==> src/rtl/descrambler_ctrl.sv <==
// rtl/descrambler_ctrl.sv - receive-side frame sync tracker and keystream descrambler
// Strips sync words, drives the LFSR selection word and XORs the returned keystream onto payload.
module descrambler_ctrl #(
  parameter logic [15:0] SYNC_WORD = 16'hA5C3,
  parameter int unsigned FRAME_LEN = 64,
  parameter int unsigned MISS_MAX  = 3,
  parameter logic [63:0] SEED_DEF  = 64'h0123_4567_89AB_CDEF
) (
  input  logic        clk,
  input  logic        rst_n,
  input  logic        seed_load,
  input  logic [63:0] seed_in,
  input  logic        in_valid,
  input  logic [15:0] in_data,
  output logic        in_ready,
  output logic [63:0] sel_out,
  input  logic [15:0] key_in,
  output logic        out_valid,
  output logic [15:0] out_data,
  input  logic        out_ready,
  output logic        locked,
  output logic [7:0]  sync_lost_cnt
);

  typedef enum logic {
    HUNT = 1'b0,
    LOCK = 1'b1
  } state_t;

  localparam logic [9:0] FRAME_LEN_W = 10'(FRAME_LEN);
  localparam logic [3:0] MISS_MAX_W  = 4'(MISS_MAX);

  state_t      state;
  logic [63:0] seed_reg;
  logic [9:0]  word_cnt;
  logic [3:0]  miss_cnt;

  logic        accept;
  logic        is_sync;
  logic        sync_slot;
  logic [3:0]  miss_inc;
  logic [63:0] sel_step;

  // Output register drains or refills in the same cycle, so a stalled consumer is the only blocker.
  assign in_ready  = !out_valid || out_ready;
  assign accept    = in_valid && in_ready;
  assign is_sync   = (in_data == SYNC_WORD);
  assign sync_slot = (word_cnt == FRAME_LEN_W);
  assign miss_inc  = miss_cnt + 4'd1;
  assign sel_step  = {sel_out[62:0], sel_out[63] ^ sel_out[62] ^ sel_out[60] ^ sel_out[59]};

  always_ff @(posedge clk or negedge rst_n) begin
    if (!rst_n) begin
      state         <= HUNT;
      seed_reg      <= SEED_DEF;
      sel_out       <= SEED_DEF;
      out_valid     <= 1'b0;
      out_data      <= 16'd0;
      locked        <= 1'b0;
      sync_lost_cnt <= 8'd0;
      word_cnt      <= 10'd0;
      miss_cnt      <= 4'd0;
    end else begin
      // A reload in this same cycle still sees the previous seed_reg.
      if (seed_load) begin
        seed_reg <= (seed_in == 64'd0) ? SEED_DEF : seed_in;
      end

      if (out_ready) begin
        out_valid <= 1'b0;
      end

      if (accept) begin
        if (state == HUNT) begin
          if (is_sync) begin
            sel_out  <= seed_reg;
            word_cnt <= 10'd0;
            miss_cnt <= 4'd0;
            state    <= LOCK;
            locked   <= 1'b1;
          end
        end else if (!sync_slot) begin
          out_data  <= in_data ^ key_in;
          out_valid <= 1'b1;
          sel_out   <= sel_step;
          word_cnt  <= word_cnt + 10'd1;
        end else begin
          word_cnt <= 10'd0;
          if (is_sync) begin
            sel_out  <= seed_reg;
            miss_cnt <= 4'd0;
          end else begin
            // A missed sync slot keeps the keystream running as though it were payload.
            sel_out  <= sel_step;
            miss_cnt <= miss_inc;
            if (miss_inc == MISS_MAX_W) begin
              state  <= HUNT;
              locked <= 1'b0;
              if (sync_lost_cnt != 8'hFF) begin
                sync_lost_cnt <= sync_lost_cnt + 8'd1;
              end
            end
          end
        end
      end
    end
  end

endmodule

==> config.mk <==
export PLATFORM = sky130hd
export DESIGN_NAME = descrambler_ctrl
export DESIGN_NICKNAME = d
export VERILOG_FILES = /design/src/rtl/descrambler_ctrl.sv
export SDC_FILE = /design/constraint.sdc
export NUM_CORES = 1
export LEC_CHECK = 0
export ABC_AREA = 1
export CORE_AREA = 2 2 160 123
export DETAILED_ROUTE_END_ITERATION = 7
export DIE_AREA = 0 0 162 125
export HOLD_SLACK_MARGIN = 0.12
export PLACE_DENSITY_LB_ADDON = 0.08
export SLEW_MARGIN = 10
export SYNTH_ARGS = -nofsm -noshare
export SYNTH_HDL_FRONTEND = slang
export SYNTH_SLANG_ARGS = --single-unit
==> constraint.sdc <==
create_clock -name clk -period 2.3 [get_ports clk]
set_clock_uncertainty 0.2 [all_clocks]
set_input_delay 0.46 -clock clk [delete_from_list [all_inputs] [get_ports clk]]
set_output_delay 0.46 -clock clk [all_outputs]
set_load 0.02 [all_outputs]
==> results by stage <==
Floorplanning:
- The die covers 0.0203 mm^2.
- In this run the count of I/O pins placed on the die edge is 192.
- The die is approximately 130 um tall.
- Measured along the x axis, the die boundary spans between 150 and 200 um.
- The initial standard-cell utilization of the core is 48.1%.
- The total core area is 0.0188 mm^2.
- The floorplan row count is 44.

STA:
- The number of pins with negative max-slew slack in the final report came to 0.
- In the final timing run, aggregate negative setup slack is 0 ns.
- The final hold violation count was 0.
- The total setup violations reported at the end of the flow is 0.
- The worst pin sits at a relative slew slack of 65.9%.
- The timing-limited maximum frequency is 0.443 GHz.
- The slew at the pin closest to its max-slew limit is between 0.5 and 0.6 ns.
- The minimum period implied by the final worst setup slack is approximately 2.3 ns.
- Dividing the final minimum period by the clock period gives a little over nine tenths.
- Setup repair after global routing left no endpoint under its margin.
- The final hold slack is 0.276 ns.

Global routing:
- The initial antenna violation count is 0.
- The first-pass GRT wire length is 37700 um.
- The number of global-route vias before repair came to between 7000 and 8000.
- The combined global-route utilization of all metal layers is 23.1%.
- Entering global routing, the biggest net connects 52 pins.
- The total overflow left after global routing is 0.

Logic synthesis:
- The largest total area in the synthesized netlist belongs to sky130_fd_sc_hd__dfrtp_1.
- Sequential elements use 47.6% of the synthesized area.
- After synthesis, the share of flip-flops with an asynchronous set or reset is between 90% and 100%.
- The number of flops mapped to enable cells by yosys is 0.
- After synthesis, the largest area contributor takes up between 20% and 30% of total cell area.
- The synthesized design contains 169 register bits.
- The count of synthesis-stage warnings from yosys is 0.
- The number of distinct library cells after synthesis is 29.
- The cell count after synthesis came out at 1141.
- The post-synthesis instance area is 0.00905 mm^2.
- The flip-flop cell with the highest count after synthesis is sky130_fd_sc_hd__dfrtp_1.
- The post-synth net total is roughly 1200.
- Dividing the synthesized area by the synthesized cell count gives slightly below 8 um^2.
- By area the synthesized netlist is led by sky130_fd_sc_hd__dfrtp_1 (29%), sky130_fd_sc_hd__dfstp_2 (19%), sky130_fd_sc_hd__nand2_1 (15%).

Power and ir drop:
- The cell area power density is 878 mW/mm^2.
- Of the total power, the share spent switching nets is 34.7%.
- The leakage component of the power is 0.00602 uW.
- The internal power of the cells totals around 6900 uW.
- The combinational share of power is 32.4%.
- Across the VDD grid, the largest voltage drop is about 430 uV.
- Per report_power, the sequential group accounts for 40.3% of the total.
- The power spent charging and discharging nets is 3680 uW.
- The portion of total power attributed to the clock network is 27.3%.

Clock network:
- The clock passes through at most 2 buffers.
- The later pin in the worst-skew pair is clocked with a latency of approximately 0.43 ns.
- In this run the clock root is driven by a sky130_fd_sc_hd__clkbuf_16.
- The clock-pin slew on the worst setup and hold paths is 0.07 ns.
- The TritonCTS clock tree is built.
- After clock tree synthesis, the setup repair step added 0 buffers.
- Counting every sink on the clock net gives 169.
- TritonCTS created 17 clock buffers.
- The H-tree depth is 4.

Critical path:
- The worst setup path is captured at a primary output.
- The category of the most critical setup path is flip-flop to primary output.
- The worst reg2reg path startpoint is word_cnt[0].
- The number of buffers and inverters on the critical path is 1.
- The delay of the slowest cell on the worst path is 0.61 ns.
- STA classifies the critical path startpoint as a flip-flop.
- The number of cells traversed by the worst register-to-register path is 10.
- Traced cell by cell, the critical path runs through clkdlybuf4s50_1.
- STA puts the critical path data required time at 1.64 ns.
- The register-to-register path setup slack is 0.21 ns.
- Along the worst path, the maximum fanout reaches 3.
- Among cell families on the critical path, the largest total delay comes from buffers and inverters.
- The arrival time reported for the critical path endpoint is 1.60 ns.
- The endpoint of the worst register-to-register path is sel_out[63].
- The standard cell with the maximum stage delay on the critical path is sky130_fd_sc_hd__clkdlybuf4s50_1.

Layout:
- The fraction of the core area covered by cells at the end of the flow is 64.3%.
- The final layout contains 1457 nets.
- The final instance area is 0.0121 mm^2.
- The most common library cell in the layout ignoring fill and taps is sky130_fd_sc_hd__nand2_1.
- The antenna diode count is 0.
- The top cell types in the final layout, fill and taps aside, are sky130_fd_sc_hd__nand2_1 (353), sky130_fd_sc_hd__clkdlybuf4s50_1 (180), sky130_fd_sc_hd__inv_1 (159).
- The layout has approximately 1700 filler cells.
- The layout-stage area growth over the synthesis result is 33.7%.
- The share of post-route cells with drive strength above 1 is 16.2%.

Route:
- The count of nets left with antenna violations once routing finished came out at 0.
- The met1 wire length is 11000 um.
- After detailed routing, the number of vias per cell comes to 4.83.
- In the detailed route, the total length drawn on met3 is 1460 um.
- For this run, the detailed router's first-pass iteration total came to 4.
- The length of routed met2 wiring is 9870 um.
- The violation count after the first detailed-route iteration is between 300 and 400.
- For this run, design rule violations remaining after detail routing come to 0.
- The final layout contains routed wiring with a total length of 22700 um.
- In this run the top signal layer used is met4.
- Dividing the detail-routed wire length by the instance count gives 14.0 um.
- The total via count in the routed design is ~7800.

Placed design:
- The half-perimeter wire length after detailed placement is 16000 um.
- The total cell area at the placement stage is 0.0115 mm^2.
- The final estimated routing congestion in global placement is 0.821.
- Buffers placed on the I/O ports in this run total around 190.

Run:
- Across the run, the number of max-cap violations was 0.

Hold path:
- The number of cells traversed by the worst hold path is 2.
- In this run the worst hold path is classified as flip-flop to flip-flop.
- For hold timing, the worst endpoint is sel_out[23].
- The worst hold path begins at sel_out[23].

Outcome:
- The flow ran to the end, and the final reports show no timing, DRC or antenna violations.
==> cell type report <==
type                       count  area (um^2)  share of cell area [%]
clock buffer                  17          425                    3.52
multi-input combinational    749         3720                    30.8
clock inverter                15          165                    1.36
inverter                     165          619                    5.12
tap                          253          317                    2.62
timing repair buffer         247         2540                    21.0
sequential                   169         4310                    35.6
==> layer usage <==
metal  up-vias  global-route usage (%)
li1       3950                       -
met2       197                    34.1
met3        22                    5.44
met1      3636                    34.2
met4         0                    6.25
met5         -                       0
==> cells by family (layout without fill, tap and decap cells) <==
| logic type | count (synthesis) | count (layout) | share of synthesized area [%] |
|---|---|---|---|
| adder cells (fa/ha/maj) | 7 | 7 | 0.968 |
| flip-flops | 169 | 169 | 47.6 |
| XOR/XNOR | 26 | 26 | 2.52 |
| AO/OA/AOI/OAI | 93 | 93 | 6.06 |
| buffers and inverters | 223 | 444 | 11.4 |
| AND/OR/NAND/NOR | 623 | 623 | 31.5 |
==> synth_stat cells (all sizes together) (7+ instances only) <==
cell    instances
inv           165
a22oi          32
clkbuf         19
ha              7
nand4           8
dfrtp         105
buf            39
xor2           22
nand2         357
dfstp          64
nor2          106
o21ai          58
nand3         146
==> worst max path at each step <==
stage | from | endpoint | slack [ns] | cells past startpoint
2_1_floorplan | in_data[4] | sel_out[59] | 0.26 | 11
3_3_place_gp | in_data[2] | sync_lost_cnt[3] | -0.34 | 12
3_5_place_dp | in_data[2] | sync_lost_cnt[3] | -0.37 | 12
4_1_cts | sel_out[48] | sel_out[48] | 0.02 | 1
5_1_grt | sel_out[5] | sel_out[5] | 0.003 | 1
6_report | sel_out[56] | sel_out[56] | 0.04 | 1
==> power groups by stage <==
stage / clock, uW / sequential, uW / combinational (uW)
floorplan: 0 / 4750 / 1400
finish: 2900 / 4280 / 3440
global placement: 0 / 4320 / 3410
global route: 3070 / 4370 / 3800
detailed placement: 0 / 4320 / 3460
CTS: 2960 / 4290 / 3480
==> repair_timing <==
| action | in CTS | in global routing |
|---|---|---|
| endpoints found under the hold margin | 28 | 0 |
| gates cloned | 0 | 0 |
| setup endpoints to repair | 3 | 8 |
| hold buffers | 1 | 0 |
| resized for setup | 3 | 7 |
==> metrics by stage <==
step | total power (uW) | worst slack, ns | std cells
floorplan | 6150 | 0.263 | 1141
global placement | 7740 | -0.342 | 1582
detailed placement | 7790 | -0.369 | 1582
CTS | 10700 | 0.0164 | 1615
global route | 11200 | 0.00336 | 1615
finish | 10600 | 0.0411 | 1615
Note: power is estimated with default switching activity, not from simulation.
